===== src/rtl/alu_disp_pkg.sv =====
// ---------------------------------------------------------------------------
// alu_disp_pkg
// Shared definitions for the ALU operation dispatcher and the ALU select path:
//   - op-code constants for the attached function units
//   - FSM state encoding of the dispatcher
//   - default operand width / unit count / op-code width
// Optional feature macro used by the dispatcher: ALU_DISP_OPCOUNT_EN
// ---------------------------------------------------------------------------
package alu_disp_pkg;

    localparam int DEF_WIDTH     = 4;
    localparam int DEF_NUM_UNITS = 4;
    localparam int DEF_OPW       = 3;

    localparam logic [DEF_OPW-1:0] OP_AND = 3'd0;
    localparam logic [DEF_OPW-1:0] OP_OR  = 3'd1;
    localparam logic [DEF_OPW-1:0] OP_XOR = 3'd2;
    localparam logic [DEF_OPW-1:0] OP_ADD = 3'd3;

    typedef enum logic [1:0] {
        IDLE  = 2'd0,
        ISSUE = 2'd1,
        RESP  = 2'd2
    } state_t;

endpackage


===== src/rtl/alu_disp_opdec.sv =====
// ---------------------------------------------------------------------------
// alu_disp_opdec
// Combinational op-code decoder: op -> one-hot unit enable plus illegal flag.
// Codes 0..NUM_UNITS-1 select the matching unit; anything else is illegal and
// yields an all-zero enable.
// Ports:
//   op       in   OPW        op code
//   onehot   out  NUM_UNITS  one-hot unit select (bit i = unit i)
//   illegal  out  1          op code has no attached unit
// ---------------------------------------------------------------------------
module alu_disp_opdec
    import alu_disp_pkg::*;
#(
    parameter int NUM_UNITS = DEF_NUM_UNITS,
    parameter int OPW       = DEF_OPW
) (
    input  logic [OPW-1:0]       op,
    output logic [NUM_UNITS-1:0] onehot,
    output logic                 illegal
);

    always_comb begin
        onehot  = '0;
        illegal = (32'(op) >= NUM_UNITS);
        for (int i = 0; i < NUM_UNITS; i++) begin
            onehot[i] = (32'(op) == i);
        end
    end

endmodule


===== src/rtl/alu_op_dispatcher.sv =====
// ---------------------------------------------------------------------------
// alu_op_dispatcher
// Sequential initiator for the ALU function-unit bank. Accepts one request,
// drives exactly one unit enable with registered operands for one cycle,
// captures that unit's result and returns it on a valid/ready response.
// One op in flight at a time: IDLE -> ISSUE -> RESP -> IDLE.
// Ports:
//   clk, reset            clock (rising edge), async active-high reset
//   req_valid/req_ready   request handshake; req_op/req_a/req_b payload
//   unit_en               one-hot unit enable (registered)
//   unit_a/unit_b         registered operands shared by all units
//   unit_res              concatenated unit results, slice i = unit i
//   rsp_valid/rsp_ready   response handshake; rsp_data/rsp_err payload
//   op_count/err_count    (only with ALU_DISP_OPCOUNT_EN) saturating counts
//                         of good / illegal-op responses handed off
// ---------------------------------------------------------------------------
module alu_op_dispatcher
    import alu_disp_pkg::*;
#(
    parameter int WIDTH     = DEF_WIDTH,
    parameter int NUM_UNITS = DEF_NUM_UNITS,
    parameter int OPW       = DEF_OPW
) (
    input  logic                       clk,
    input  logic                       reset,
    input  logic                       req_valid,
    output logic                       req_ready,
    input  logic [OPW-1:0]             req_op,
    input  logic [WIDTH-1:0]           req_a,
    input  logic [WIDTH-1:0]           req_b,
    output logic [NUM_UNITS-1:0]       unit_en,
    output logic [WIDTH-1:0]           unit_a,
    output logic [WIDTH-1:0]           unit_b,
    input  logic [NUM_UNITS*WIDTH-1:0] unit_res,
    output logic                       rsp_valid,
    input  logic                       rsp_ready,
    output logic [WIDTH-1:0]           rsp_data,
    output logic                       rsp_err
`ifdef ALU_DISP_OPCOUNT_EN
    ,
    output logic [7:0]                 op_count,
    output logic [3:0]                 err_count
`endif
);

    state_t                 state;
    logic                   err_q;
    logic [NUM_UNITS-1:0]   dec_onehot;
    logic                   dec_illegal;
    logic [WIDTH-1:0]       sel_res;

    // Decode the incoming op so unit_en can be loaded on the accept edge and
    // is already a clean register output during ISSUE.
    alu_disp_opdec #(
        .NUM_UNITS (NUM_UNITS),
        .OPW       (OPW)
    ) u_opdec (
        .op      (req_op),
        .onehot  (dec_onehot),
        .illegal (dec_illegal)
    );

    // Result mux keyed by the registered enable: only the enabled slice can
    // reach rsp_data, so undriven (X) slices of disabled units never leak.
    always_comb begin
        sel_res = '0;
        for (int i = 0; i < NUM_UNITS; i++) begin
            if (unit_en[i]) begin
                sel_res = unit_res[i*WIDTH +: WIDTH];
            end
        end
    end

    always_ff @(posedge clk or posedge reset) begin
        if (reset) begin
            state     <= IDLE;
            req_ready <= 1'b1;
            unit_en   <= '0;
            unit_a    <= '0;
            unit_b    <= '0;
            err_q     <= 1'b0;
            rsp_valid <= 1'b0;
            rsp_data  <= '0;
            rsp_err   <= 1'b0;
        end else begin
            case (state)
                IDLE: begin
                    if (req_valid && req_ready) begin
                        state     <= ISSUE;
                        req_ready <= 1'b0;
                        unit_en   <= dec_onehot;
                        unit_a    <= req_a;
                        unit_b    <= req_b;
                        err_q     <= dec_illegal;
                    end
                end
                ISSUE: begin
                    // Units are combinational: result is valid at this edge.
                    state     <= RESP;
                    unit_en   <= '0;
                    rsp_valid <= 1'b1;
                    rsp_err   <= err_q;
                    rsp_data  <= err_q ? '0 : sel_res;
                end
                RESP: begin
                    if (rsp_ready) begin
                        state     <= IDLE;
                        rsp_valid <= 1'b0;
                        req_ready <= 1'b1;
                    end
                end
                default: begin
                    state     <= IDLE;
                    req_ready <= 1'b1;
                    unit_en   <= '0;
                    rsp_valid <= 1'b0;
                end
            endcase
        end
    end

`ifdef ALU_DISP_OPCOUNT_EN
    // Counted on the response hand-off, so dropped (reset) ops never count.
    always_ff @(posedge clk or posedge reset) begin
        if (reset) begin
            op_count  <= '0;
            err_count <= '0;
        end else if (rsp_valid && rsp_ready) begin
            if (rsp_err) begin
                if (err_count != 4'd15) begin
                    err_count <= err_count + 4'd1;
                end
            end else if (op_count != 8'd255) begin
                op_count <= op_count + 8'd1;
            end
        end
    end
`endif

endmodule


===== config.mk =====
export PLATFORM = sky130hd
export DESIGN_NAME = alu_op_dispatcher
export DESIGN_NICKNAME = d
export VERILOG_FILES = /design/src/rtl/alu_disp_pkg.sv /design/src/rtl/alu_disp_opdec.sv /design/src/rtl/alu_op_dispatcher.sv
export SDC_FILE = /design/constraint.sdc
export NUM_CORES = 1
export LEC_CHECK = 0
export BUFFER_PORTS_ARGS = -buffer_cell sky130_fd_sc_hd__buf_2
export CORE_UTILIZATION = 48
export CTS_CLUSTER_SIZE = 10
export DETAILED_ROUTE_END_ITERATION = 7
export HOLD_SLACK_MARGIN = 0.15
export PLACE_DENSITY = 0.83
export SYNTH_ARGS = -nofsm -noshare
export SYNTH_HDL_FRONTEND = slang
export SYNTH_HIERARCHICAL = 1
export SYNTH_SLANG_ARGS = --single-unit

===== constraint.sdc =====
create_clock -name clk -period 2.5 [get_ports clk]
set_input_delay 0 -clock clk [delete_from_list [all_inputs] [get_ports clk]]
set_output_delay 0 -clock clk [all_outputs]
set_load 0.02 [all_outputs]

* Word-level counts from Yosys, hierarchy flattened
Cells that the tools add are included.
** Word-level totals
- Register bits :: 22
- Bits of input ports :: 31
- Output and inout bits :: 19
- Logic and storage cells :: 43
** Cells by class
- $lt $le $gt $ge :: 1
- Equal/unequal tests :: 7
- Muxes and demuxes :: 15
- Bitwise operators :: 3
- Reduce and logical (&&, ||, !) cells :: 8
** Operator list (number)
- $mux 4 :: 6
- $pmux 4 s2 :: 1
- $reduce_and 2->1 :: 4
- $eq 3x2->1 const B :: 2
- $pmux 1 s3 :: 2
- $pmux 2 s3 :: 1
- $mux 2 :: 2
- $ne 2x2->1 const B :: 2
- $eq 3x1->1 const B :: 1
- $ge 3x3->1 const B :: 1
- $logic_not 3->1 :: 1
- $mux 1 :: 3
- $not 1->1 :: 3
- $reduce_and 3->1 :: 1
- $eq 2x1->1 const B :: 1
- $eq 2x2->1 const B :: 1
- $logic_not 2->1 :: 1
- $logic_and 1x1->1 :: 1

* Longest topological paths before layout
- Depth in word-level cells :: 5
- Gate-level depth with buffers :: 5
- Depth with buffers taken out :: 3

* Cells and area by module
The synthesis kept the hierarchy.
** Modules (own cells, without submodules)
- alu_op_dispatcher :: instances 1, cells each 82, area each 992.2 um^2, seq. area each 551.8 um^2
- alu_disp_opdec :: instances 1, cells each 5, area each 32.5 um^2, seq. area each 0.0 um^2

* Worst setup path before layout
Ideal clock, no wire load.
- Path type :: reg2reg
- Start point :: reg req_ready
- End point :: reg unit_a[0]
- Library setup time :: 0.125 ns
- Arrival time :: 1.313 ns
- Required time :: 2.375 ns
- Slack :: 1.062 ns
- Stages on the path, launching flop included :: 4
- Path buffers :: 0
- Clock period less this slack :: 1.438 ns
- Cell sequence :: dfstp_2 > nand3b_4 > nor2_4 > mux2_2
** On the way
- Cells in the longest elaborated chain, start to end :: 2
** RTL lines
- from (decl) :: RTL line alu_op_dispatcher.sv:27 : output logic req_ready,
- from (signal assigned) :: RTL line alu_op_dispatcher.sv:77 : req_ready <= 1'b1;
- from (signal assigned) :: RTL line alu_op_dispatcher.sv:90 : req_ready <= 1'b0;
- from (signal assigned) :: RTL line alu_op_dispatcher.sv:109 : req_ready <= 1'b1;
- $logic_and 1x1->1 :: RTL line alu_op_dispatcher.sv:88 : if (req_valid && req_ready) begin
- $reduce_and 2->1 (no source line)
- to (signal assigned) :: RTL line alu_op_dispatcher.sv:92 : unit_a <= req_a;
- to (decl) :: RTL line alu_op_dispatcher.sv:32 : output logic [WIDTH-1:0] unit_a,
No other way between the ends.
A chain may end at the register's enable or synchronous reset.

* Worst setup path after layout
- Start point :: reg unit_en[3]
- End point :: reg rsp_data[2]
** On the way
- Cells in the longest elaborated chain, start to end :: 2
** RTL lines
- from (decl) :: RTL line alu_op_dispatcher.sv:31 : output logic [NUM_UNITS-1:0] unit_en,
- from (signal assigned) :: RTL line alu_op_dispatcher.sv:91 : unit_en <= dec_onehot;
- $mux 4 :: RTL line alu_op_dispatcher.sv:68 : if (unit_en[i]) begin
- $mux 4 :: RTL line alu_op_dispatcher.sv:103 : rsp_data <= err_q ? '0 : sel_res;
- to (signal assigned) :: RTL line alu_op_dispatcher.sv:103
- to (decl) :: RTL line alu_op_dispatcher.sv:37 : output logic [WIDTH-1:0] rsp_data,
No other way between the ends.

==> flow_summary_export.csv <==
group,metric,value,unit
critical_path,start_kind,"flip-flop",
critical_path,path_cells,"nor2_1, a221o_1, dlygate4sd3_1, o31ai_1, dlygate4sd3_1",
die,dieArea,2320,µm²
clock_tree,htree_levels,1,
final_layout,layout-drive-gt1-share,40.1,%
critical_path,end_kind,"flip-flop",
synthesis,synth_seq_cells,22,
detailed_routing,viasPerCell,5.32,
clock_tree,path_clk_slew,0.12,ns
synthesis,syn_area_per_cell,11.8,µm²
grt,antenna_found_initial,0,
clock_tree,cts.path.max_buffers,2,
final_layout,antennaDiodeCount,0,
sta,rsz0062_at_grt,"false",
clock_tree,clock-sinks,22,
grt,grt_overflow_total,0,
clock_tree,post-cts-setup-buffers,0,
sta,post-route-min-period,2.36,ns
synthesis,synth-seq-area-share,53.8,%
synthesis,syn-num-nets,118,
grt,grt_pass1_vias,882,
synthesis,synth_cells,87,
pwr,p_per_area,723,nW/µm²
detailed_routing,wl,2680,µm
sta,final-hold-violation-count,0,
detailed_routing,drc,0,
sta,max_slew_margin,44.5,%
critical_path,crit_type,"reg -> reg",
synthesis,synth_cell_types,28,
synthesis,syn_area,1020,µm²
clock_tree,root_buffer,"clkbuf_4",
die,rows,16,
sta,finalSetupViolCount,0,
die,die_h,48.2,µm
sta,max_freq,0.423,GHz
critical_path,required,2.74,ns
detailed_routing,wl_per_cell,14.2,µm
die,io_pins,50,
pwr,p_leak,0.875,nW
synthesis,yosysWarnings,6,
sta,finalSetupTns,0,ns
sta,slew_viol_final,0,
clock_tree,cts_buffers,3,
placed_design,place_congestion,0.724,
detailed_routing,vias,1006,
final_layout,nets,194,
sta,finalCritPeriodShare,94.6,%
detailed_routing,drtPass1Iterations,4,
die,start_util,51.7,%
final_layout,multiInputGateArea,434,µm²
critical_path,critPathMostFrequentCell,"dlygate4sd3_1",
grt,grt_pass1_wl,3670,µm
pwr,vdd_drop_max,0.477,mV
clock_tree,insertion_delay,0.29,ns
flow_run,cap_viol_max_count,0,
final_layout,fillers,130,
clock_tree,cts_tree,"yes",
detailed_routing,ant_nets,0,
die,coreArea,1980,µm²
sta,worst_slew_pin_slew,0.832,ns
min_path,hp-class,"in -> async",
die,die_w,48.2,µm
critical_path,cpPeakStageDelay,0.58,ns
sta,clock_skew,0.00125,ns
grt,grtUsageTotal,23.5,%
critical_path,crit_fanout,9,
final_layout,area_growth,53.6,%
critical_path,arrival,2.60,ns
sta,hold_slack,0.426,ns
placed_design,numPortBuffers,49,
placed_design,dp_hpwl,1590,µm
grt,grt_max_degree,23,
run_status,status,"completed",
critical_path,crit_path_top_delay_cell,"dlygate4sd3_1",
final_layout,regArea,552,µm²
detailed_routing,drt_iter0_drc,9,
[registers in the layout, indices dropped and copies added (netlist names)]
signal / flops
unit_en: 4
rsp_err: 1
req_ready: 1
rsp_valid: 1
state: 2
rsp_data: 4
unit_a: 4
err_q: 1
unit_b: 4
[where the power goes]
| part | switching (mW) | total (mW) | leakage (nW) | internal [mW] |
|---|---|---|---|---|
| logic | 0.219 | 0.434 | 0.568 | 0.215 |
| registers | 0.0659 | 0.514 | 0.285 | 0.448 |
| clock network | 0.102 | 0.190 | 0.0210 | 0.0886 |
| total | 0.387 | 1.14 | 0.875 | 0.752 |
[Yosys cell counts]
| master | instances | area share (%) |
|---|---|---|
| nor3b_1 | 2 | 1.5 |
| or3b_1 | 1 | 0.85 |
| buf_4 | 1 | 0.73 |
| a221o_1 | 1 | 0.98 |
| clkbuf_1 | 1 | 0.37 |
| o31ai_1 | 1 | 0.73 |
| a22oi_1 | 3 | 2.2 |
| mux2i_1 | 4 | 3.9 |
| nor2_4 | 1 | 1.1 |
| inv_1 | 6 | 2.2 |
| a21oi_1 | 1 | 0.49 |
| nand2b_1 | 1 | 0.61 |
| nand3b_4 | 1 | 2.0 |
| nor3_1 | 1 | 0.49 |
| dfrtp_1 | 21 | 51 |
| a211o_1 | 3 | 2.6 |
| a2111oi_0 | 1 | 0.85 |
| and3b_1 | 2 | 1.7 |
| nor2b_1 | 1 | 0.61 |
| mux2_1 | 1 | 1.1 |
| nor2_1 | 8 | 2.9 |
| o22a_1 | 2 | 1.7 |
| nand2_1 | 6 | 2.2 |
| buf_2 | 1 | 0.49 |
| dfstp_2 | 1 | 2.6 |
| nand3_1 | 3 | 1.5 |
| a221oi_1 | 3 | 2.6 |
| mux2_2 | 9 | 9.9 |
[stage by stage]
step	setup slack [ns]	util [%]	std cells	power [mW]	cell area (µm²)
2_1_floorplan	1.06	-	87	0.730	1020
3_3_place_gp	1.05	65.0	160	0.858	1290
3_5_place_dp	1.01	65.0	160	0.871	1290
4_1_cts	0.213	79.4	189	1.14	1570
5_1_grt	0.0899	79.4	189	1.21	1570
6_report	0.136	79.4	189	1.14	1570
[critical path: cells and delay by family (launching register included)]
kind,cells,cell delay [ns]
buffers and inverters,2,1.14
DFF,1,0.54
AOI/OAI and AO/OA,2,0.53
and+or+nand+nor,1,0.10
[cell type report]
type	instances	share of cell area, %
multi-input combinational	56	27.6
tap	27	2.15
sequential	22	35.1
clock buffer	4	2.31
timing repair buffer	74	31.5
inverter	6	1.43
[placed cells by master (no fill, tap or decap)]
cell type	n
buf_2	49
mux2_1	1
clkbuf_8	1
a221o_1	1
a21oi_1	1
a211o_1	3
dfstp_2	1
nand3_1	3
mux2i_1	4
inv_1	6
nor2_4	1
nor2b_1	1
a221oi_1	3
nor3_1	1
o31ai_1	1
dfrtp_1	21
clkbuf_4	3
nand2b_1	1
o22a_1	2
nor2_1	8
dlygate4sd3_1	25
and3b_1	2
a22oi_1	3
nand3b_4	1
or3b_1	1
mux2_2	9
a2111oi_0	1
nor3b_1	2
nand2_1	6
[logic make-up after synthesis]
family,synth area share [%]
and+or+nand+nor,15.4
AOI/OAI and AO/OA,12.1
DFF,53.8
buffers and inverters,3.78
muxes,14.9
[repair_timing]
| action | CTS | global route |
|---|---|---|
| hold buffers | 25 | 0 |
| endpoints found under the hold margin | 41 | 0 |
| gates resized for setup | 0 | 0 |
[per-layer routing]
| layer | vias up | share of wire [%] | wire length [µm] | global-route usage, % |
|---|---|---|---|---|
| li1 | 466 | - | - | - |
| met1 | 489 | 42 | 1120 | 27.8 |
| met3 | 2 | 6.8 | 183 | 4.81 |
| met2 | 49 | 51 | 1360 | 40.5 |
| met5 | - | 0 | 0 | 0 |
| met4 | 0 | 0.78 | 21 | 11.1 |
[final timing paths]
path                                    end  cells after the start  slack (ns)        from
worst max-delay path            rsp_data[2]                      5        0.14  unit_en[3]
worst max register to register  rsp_data[2]                      5        0.14  unit_en[3]
min in group clk                  unit_b[3]                      3        0.45    req_b[3]
worst min-delay path              unit_b[3]                      3        0.43       reset
worst min register to register    unit_b[3]                      1        0.50   unit_b[3]
max in group asynchronous         unit_b[0]                      3        1.56       reset
Power figures use the tool's default switching activity.
